**config.mk**
```make
export PLATFORM = sky130hd
export DESIGN_NAME = rs
export DESIGN_NICKNAME = d
export VERILOG_FILES = /design/src/rtl/rs_pkg.sv /design/src/rtl/rs_entry.sv /design/src/rtl/rs.sv
export SDC_FILE = /design/constraint.sdc
export NUM_CORES = 1
export LEC_CHECK = 0
export ABC_CLOCK_PERIOD_IN_PS = 4550
export BUFFER_PORTS_ARGS = -buffer_cell sky130_fd_sc_hd__buf_2
export CORE_ASPECT_RATIO = 1.1
export CORE_UTILIZATION = 47
export CTS_BUF_LIST = sky130_fd_sc_hd__clkbuf_4 sky130_fd_sc_hd__clkbuf_8 sky130_fd_sc_hd__clkbuf_16
export DETAILED_ROUTE_END_ITERATION = 8
export GPL_TIMING_DRIVEN = 0
export PLACE_DENSITY = 0.64
export SLEW_MARGIN = 0
export SYNTH_ARGS = -nofsm -noshare
export SYNTH_HDL_FRONTEND = slang
export SYNTH_SLANG_ARGS = --single-unit
```
**constraint.sdc**
```tcl
create_clock -name clock -period 4.55 [get_ports clock]
set_input_delay 0.2275 -clock clock [delete_from_list [all_inputs] [get_ports clock]]
set_output_delay 0.2275 -clock clock [all_outputs]
set_load 0.02 [all_outputs]
```
**src/rtl/rs_pkg.sv**
```systemverilog
// Shared system definitions for the reservation station: tag and packet layouts,
// ALU function codes, slot numbering and operand-readiness helpers.
package rs_pkg;

  localparam int unsigned TAG_W  = 6;
  localparam int unsigned XLEN   = 32;
  localparam int unsigned REG_W  = 5;
  localparam int unsigned NUM_RS = 5;

  typedef enum logic [3:0] {
    ALU_ADD, ALU_SUB, ALU_SLT, ALU_SLTU, ALU_AND, ALU_OR, ALU_XOR,
    ALU_SLL, ALU_SRL, ALU_SRA, ALU_MUL, ALU_MULH, ALU_MULHSU, ALU_MULHU
  } ALU_FUNC;

  typedef struct packed {
    logic [TAG_W-1:0] tag;
    logic             ready;
    logic             valid;
  } TAG;

  typedef struct packed {
    logic [XLEN-1:0]  npc;
    logic [XLEN-1:0]  inst;
    logic [REG_W-1:0] dest_reg_idx;
    ALU_FUNC          alu_func;
    logic             rd_mem;
    logic             wr_mem;
    logic             illegal;
    logic             valid;
    TAG               T1;
    TAG               T2;
  } ID_EX_PACKET;

  // Slot numbering; issue priority is applied separately in the top.
  typedef enum logic [2:0] {
    SLOT_ALU = 3'd0,
    SLOT_FP1 = 3'd1,
    SLOT_FP2 = 3'd2,
    SLOT_LD  = 3'd3,
    SLOT_ST  = 3'd4
  } rs_slot_e;

  function automatic logic is_mul(input ALU_FUNC f);
    return (f == ALU_MUL) || (f == ALU_MULH) || (f == ALU_MULHSU) || (f == ALU_MULHU);
  endfunction

  // An unused operand (valid = 0) never blocks issue.
  function automatic logic op_ready(input TAG t);
    return t.ready || !t.valid;
  endfunction

  function automatic TAG wake(input TAG t, input TAG cdb);
    TAG r;
    r = t;
    if (cdb.valid && cdb.ready && t.valid && (t.tag == cdb.tag)) r.ready = 1'b1;
    return r;
  endfunction

endpackage

```
**src/rtl/rs_entry.sv**
```systemverilog
// Single reservation-station slot: load with CDB bypass, CDB wakeup while
// waiting, clear on issue, and a combinational issuable flag.
module rs_entry
  import rs_pkg::*;
(
  input  logic        clock,
  input  logic        reset,
  input  logic        load,
  input  logic        clear,
  input  ID_EX_PACKET load_pkt,
  input  TAG          cdb,
  output logic        busy,
  output ID_EX_PACKET pkt,
  output logic        ready_c
);

  ID_EX_PACKET load_woken;

  // A broadcast in the dispatch cycle is folded into the stored operands.
  always_comb begin
    load_woken    = load_pkt;
    load_woken.T1 = wake(load_pkt.T1, cdb);
    load_woken.T2 = wake(load_pkt.T2, cdb);
  end

  always_ff @(posedge clock or negedge reset) begin
    if (!reset) begin
      busy <= 1'b0;
      pkt  <= '0;
    end else if (clear) begin
      busy <= 1'b0;
    end else if (load) begin
      busy <= 1'b1;
      pkt  <= load_woken;
    end else if (busy) begin
      pkt.T1 <= wake(pkt.T1, cdb);
      pkt.T2 <= wake(pkt.T2, cdb);
    end
  end

  assign ready_c = busy && op_ready(pkt.T1) && op_ready(pkt.T2);

endmodule

```
**src/rtl/rs.sv**
```systemverilog
// Reservation station: five per-class slots, dispatch routing by instruction
// class and fixed-priority single issue (ALU > LD > ST > FP1 > FP2).
module rs
  import rs_pkg::*;
(
  input  logic        clock,
  input  logic        reset,
  input  ID_EX_PACKET input_pkt,
  input  TAG          cdb,
  output logic        rs_busy_alu,
  output logic        rs_busy_fp1,
  output logic        rs_busy_fp2,
  output logic        rs_busy_ld,
  output logic        rs_busy_st,
  output logic        issue,
  output ID_EX_PACKET issue_pkt
);

  logic [NUM_RS-1:0] busy;
  logic [NUM_RS-1:0] ready;
  logic [NUM_RS-1:0] load;
  logic [NUM_RS-1:0] clear;
  ID_EX_PACKET       pkts [NUM_RS];
  rs_slot_e          target;

  for (genvar i = 0; i < NUM_RS; i++) begin : g_entry
    rs_entry u_entry (
      .clock    (clock),
      .reset    (reset),
      .load     (load[i]),
      .clear    (clear[i]),
      .load_pkt (input_pkt),
      .cdb      (cdb),
      .busy     (busy[i]),
      .pkt      (pkts[i]),
      .ready_c  (ready[i])
    );
  end

  // Route by class; a busy target (including one issuing now) drops the packet.
  always_comb begin
    target = SLOT_ALU;
    load   = '0;
    if (input_pkt.rd_mem)            target = SLOT_LD;
    else if (input_pkt.wr_mem)       target = SLOT_ST;
    else if (is_mul(input_pkt.alu_func))
      target = busy[SLOT_FP1] ? SLOT_FP2 : SLOT_FP1;
    if (input_pkt.valid && !input_pkt.illegal && !busy[target]) load[target] = 1'b1;
  end

  always_comb begin
    clear     = '0;
    issue_pkt = '0;
    if (ready[SLOT_ALU])      clear[SLOT_ALU] = 1'b1;
    else if (ready[SLOT_LD])  clear[SLOT_LD]  = 1'b1;
    else if (ready[SLOT_ST])  clear[SLOT_ST]  = 1'b1;
    else if (ready[SLOT_FP1]) clear[SLOT_FP1] = 1'b1;
    else if (ready[SLOT_FP2]) clear[SLOT_FP2] = 1'b1;
    for (int i = 0; i < NUM_RS; i++) begin
      if (clear[i]) issue_pkt = pkts[i];
    end
  end

  assign issue       = |clear;
  assign rs_busy_alu = busy[SLOT_ALU];
  assign rs_busy_fp1 = busy[SLOT_FP1];
  assign rs_busy_fp2 = busy[SLOT_FP2];
  assign rs_busy_ld  = busy[SLOT_LD];
  assign rs_busy_st  = busy[SLOT_ST];

endmodule

```
After elaboration in Yosys (flattened, before gate mapping). Cells that the tools add are included.

Memories: 0. Memory bits (read-only): 0. Logic and storage cells: 253. RAM bits: 0. Register bits: 470. Latch bits: 0.

Mux-type cells: 56. Bitwise gates (word level): 5. Add/subtract/negate cells: 0. Shifts and indexed selects: 0. Equality and inequality tests: 16. Magnitude comparators: 2. $mul: 0. Div/mod/pow operators: 0. Reduce and logical (&&, ||, !) cells: 99.

Operator list (count): 2-to-1 mux 93 bit (5); 2-to-1 mux 16 bit (5); == test 6 bit (12); 2-to-1 mux 10 bit (5); nonzero test 2 bit (20); logical AND 1 bit (38); 2-to-1 mux 1 bit (31); AND reduction 3 bit (10); == test 4 bit (second input constant) (4); logical OR 1 bit (13); zero test 1 bit (12); AND reduction 2 bit (5); 2-to-1 mux 2 bit (4); 2-to-1 mux 3 bit (2); 2-to-1 mux 5 bit (1); inverter 1 bit (5); OR reduction 5 bit (1); less-than comparator 3 x 4 -> 1 bit (second input constant) (1); 2-to-1 mux 4 bit (1); binary-select mux 1 bit (select 3 bit) (1); demux 1 bit (select 3 bit) (1); greater-or-equal comparator 3 x 1 -> 1 bit (second input constant) (1).

Logic depth before layout (Yosys ltp).
Depth in word-level cells: 14. Mapped depth: 10. Mapped depth without buffers: 6.

Hierarchy. Synthesis repeated with hierarchy kept, for this count alone.

Cells, all modules: 1796. Area total of the unflattened synthesis: 23065.9 um2.

By module, submodules not included: rs_entry (times used 5, seq. area each 2352.3 um2, cells each 245, area an instance 3936.3 um2); rs (times used 1, seq. area each 0.0 um2, cells each 571, area an instance 3384.5 um2).

Worst setup path after synthesis. Ideal clock, no wire load.

Kind: flip-flop to output port. Start point: reg g_entry[3].u_entry.pkt[9] (netlist bit). End point: out issue_pkt[10] (netlist bit). Setup slack: 2.271 ns. Data required time: 4.323 ns. Stages on the path, launching flop included: 9. Arrival time: 2.052 ns. Path through: dfrtp_1 nand2b_1 and3_4 buf_6 nor4_4 buf_6 and3_1 a211oi_1 o21ai_0.

RTL lines: from (decl) (line rs_entry.sv:13) `output ID_EX_PACKET pkt,`; from (signal assigned) (line rs_entry.sv:34) `pkt <= load_woken;`; to (decl) (line rs.sv:16) `output ID_EX_PACKET issue_pkt`.

==> impl_metrics.env <==
export IMPL_status="completed"
export IMPL_synthTopCellsByCount="nand2_1, dfrtp_1, mux2_2"
export IMPL_synthesis_nets=2192
export IMPL_cts_buffers_inserted=51
export IMPL_via_count_of_the_first_global_routing_pass=18000
export IMPL_synth_warning_count=0
export IMPL_synth_seq_area_share_pct=54.0
export IMPL_route_detailed_wl_per_inst_um=21.9
export IMPL_track_usage_pct=28.9
export IMPL_final_setup_worst_slack_ns=0.461
export IMPL_placementRows=82
export IMPL_syn_inst=2089
export IMPL_initial_core_util_pct=47.7
export IMPL_globalRoute_totalOverflow=0
export IMPL_cts_htree_levels=2
export IMPL_first_pass_iters=5
export IMPL_p_leak_nw=13.0
export IMPL_synth_area_um2=21800
export IMPL_cts_sinks=470
export IMPL_worstPathRequired_ns=4.32
export IMPL_synth_area_per_cell_um2=10.4
export IMPL_critical_path_class="reg2out"
export IMPL_drc=0
export IMPL_worst_hold_slack_ns=0.0467
export IMPL_post_cts_setup_driven_buffer_insertion_count=0
export IMPL_post_synth_top_count_cell="nand2_1"
export IMPL_rsz0062_at_grt="no"
export IMPL_die_height_um=228
export IMPL_relSlewSlack_pct=3.41
export IMPL_wire_length_of_the_first_global_routing_pass_mm=106
export IMPL_synth_largest_area_cell="dfrtp_1"
export IMPL_cts_resized=0
export IMPL_final_nets=2540
export IMPL_io_buffer_count=200
export IMPL_pre_cts_ws_ns=1.17
export IMPL_cts_root_buffer="clkbuf_16"
export IMPL_ys_top_cells_by_area="dfrtp_1, mux2_2, nand2_1"
export IMPL_clock_tree_buffer_depth=3
export IMPL_routabilityCongestion=0.898
export IMPL_period_share_pct=89.9
export IMPL_synth_async_sr_flop_share_pct=100
export IMPL_drtAntennaViolNets=0
export IMPL_area_delta_synth_final_pct=20.8
export IMPL_vias=17500
export IMPL_final_layout_size_suffix_gt1_share_pct=25.7
export IMPL_clk_pin_slew_ns=0.06
export IMPL_ir_drop_mv=0.404
export IMPL_final_max_slew_viol_count=0
export IMPL_cp_end_kind="output port"
export IMPL_final_setup_viol_count=0
export IMPL_maxCapViolations=0
export IMPL_clk_latency_ns=0.61
export IMPL_min_path_type="in2async"
export IMPL_cellPowerDensity_nw_per_um2=656
export IMPL_grt_start_max_net_pins=125
export IMPL_detailed_placement_wirelength_estimate_mm=45.6
export IMPL_sw_frac_of_total_pct=38.2
export IMPL_worst_clock_skew_ns=0.0142
export IMPL_io_pins=202
export IMPL_fmaxAchievable_mhz=245
export IMPL_viasPerCell=5.71
export IMPL_drt_total_wl_mm=67.1
export IMPL_die_w_um=207
export IMPL_synth_edf_count=0
export IMPL_power_frac_clock_pct=24.9
export IMPL_p_comb_share_pct=37.9
export IMPL_timing_setup_tns_ns=0
export IMPL_fin_crit_ns=4.09
export IMPL_grt_antenna_before_repair=3
export IMPL_clock_tree_from_tritoncts="done"
export IMPL_p_int_mw=10.7
export IMPL_post_synth_top_area_fraction_pct=54.0
export IMPL_core_area_um2=45700
export IMPL_hold_violations=0
export IMPL_drt_iter0_drc=1380
export IMPL_synth_flop_cell="dfrtp_1"
export IMPL_tightest_slew_ns=1.44
export IMPL_worst_endpoint_arrival_ns=3.86
export IMPL_timing_critical_path_fanout_max=10
export IMPL_seqPwrFrac_pct=37.2
export IMPL_synthDistinctLibCells=50
export IMPL_layout_core_utilization_pct=57.6
export IMPL_critPathLaunchType="register"
export IMPL_floorplan_die_area_um2=47200
export IMPL_yosys_register_bits=470
export IMPL_nFillCells=3960
export IMPL_net_switching_power_mw=6.60
[critical path: stages (launching register included)]
cell	delay, ns
dfrtp_1	0.57
o211a_1	0.20
buf_2	0.24
buf_2	0.41
clkbuf_1	0.75
clkbuf_1	0.58
o22ai_1	0.27
buf_2	0.23
[what timing repair did]
item	CTS	global route
hold buffers	91	0
setup endpoints to repair	0	0
endpoints found under the hold margin	654	0
[worst paths after layout]
check / from / endpoint / slack (ns) / cells past startpoint
setup / recovery: g_entry[0].u_entry.busy / issue_pkt[60] / 0.46 / 7
hold / removal: reset / g_entry[1].u_entry.pkt[2] / 0.05 / 2
setup reg to reg: g_entry[3].u_entry.busy / g_entry[3].u_entry.pkt[27] / 1.38 / 5
hold reg to reg: g_entry[1].u_entry.pkt[16] / g_entry[1].u_entry.pkt[16] / 0.46 / 1
max in group asynchronous: reset / g_entry[2].u_entry.pkt[40] / 2.66 / 5
min in group clock: cdb[7] / g_entry[1].u_entry.pkt[1] / 0.16 / 5
[layer usage]
metal	up-vias	GRT usage, %	part of all wire (%)
li1	7962	-	-
met1	8783	38.1	43
met2	608	46.9	47
met3	153	5.23	6.7
met4	2	12.3	3.7
met5	-	0	0.019
[power groups by stage]
stage / clock [mW] / sequential, mW / combinational, mW
finish: 4.30 / 6.42 / 6.55
global route: 4.53 / 6.59 / 7.08
CTS: 4.36 / 6.40 / 6.57
detailed placement: 0 / 6.47 / 6.47
global placement: 0 / 6.41 / 6.36
floorplan: 0 / 6.23 / 4.27
[placed cells by master, fill, tap and decap left out, drive strengths merged, types with 2 or more instances in the layout]
cell / netlist / routed
clkbuf: 90 / 170
bufinv: 0 / 3
inv: 6 / 7
a21oi: 12 / 12
nor2b: 5 / 5
o21ai: 21 / 21
o21a: 3 / 3
and2: 12 / 12
xnor2: 42 / 42
a211o: 2 / 2
nor3: 5 / 5
or3b: 2 / 2
mux2i: 2 / 2
mux2: 259 / 259
clkinv: 0 / 8
nor4: 10 / 10
nand3: 5 / 5
nand4: 15 / 15
or2: 4 / 4
and3: 93 / 93
nand2: 540 / 540
nor2: 99 / 99
diode: 0 / 3
a211oi: 92 / 92
dfrtp: 470 / 470
o22ai: 76 / 76
o211ai: 4 / 4
xor2: 31 / 31
buf: 69 / 273
nand2b: 12 / 12
a41oi: 3 / 3
dlygate4sd3: 0 / 91
a31oi: 2 / 2
a22oi: 79 / 79
a22o: 15 / 15
[metrics by stage]
stage | total power [mW] | instance area (um^2) | std cells
floorplan | 10.5 | 21800 | 2089
global placement | 12.8 | 23500 | 2877
detailed placement | 12.9 | 23600 | 2881
CTS | 17.3 | 26300 | 3065
global route | 18.2 | 26300 | 3067
finish | 17.3 | 26300 | 3068
[registers in the layout, summed over array words and instances, names as in the netlist]
| signal | flops |
|---|---|
| g_entry.u_entry.pkt | 465 |
| g_entry.u_entry.busy | 5 |
[cell type report]
class / count / area, um^2 / share of cell area [%]
flip-flops and latches: 470 / 11800 / 44.7
multi-input cells: 1454 / 9270 / 35.2
repair buffers: 295 / 2030 / 7.72
diodes: 3 / 7.51 / 0.0285
plain buffers: 159 / 726 / 2.76
clock buffers: 80 / 1590 / 6.05
inverters: 6 / 22.5 / 0.0856
clock inverters: 13 / 161 / 0.613
well taps: 588 / 736 / 2.80
[kinds of logic after synthesis]
family	share of synthesized area (%)
and+or+nand+nor	16.0
DFF	54.0
AOI/OAI and AO/OA	10.2
muxes	13.5
buffers and inverters	3.44
xor gates and xnor gates	2.94
Note: power is estimated with default switching activity, not from simulation.
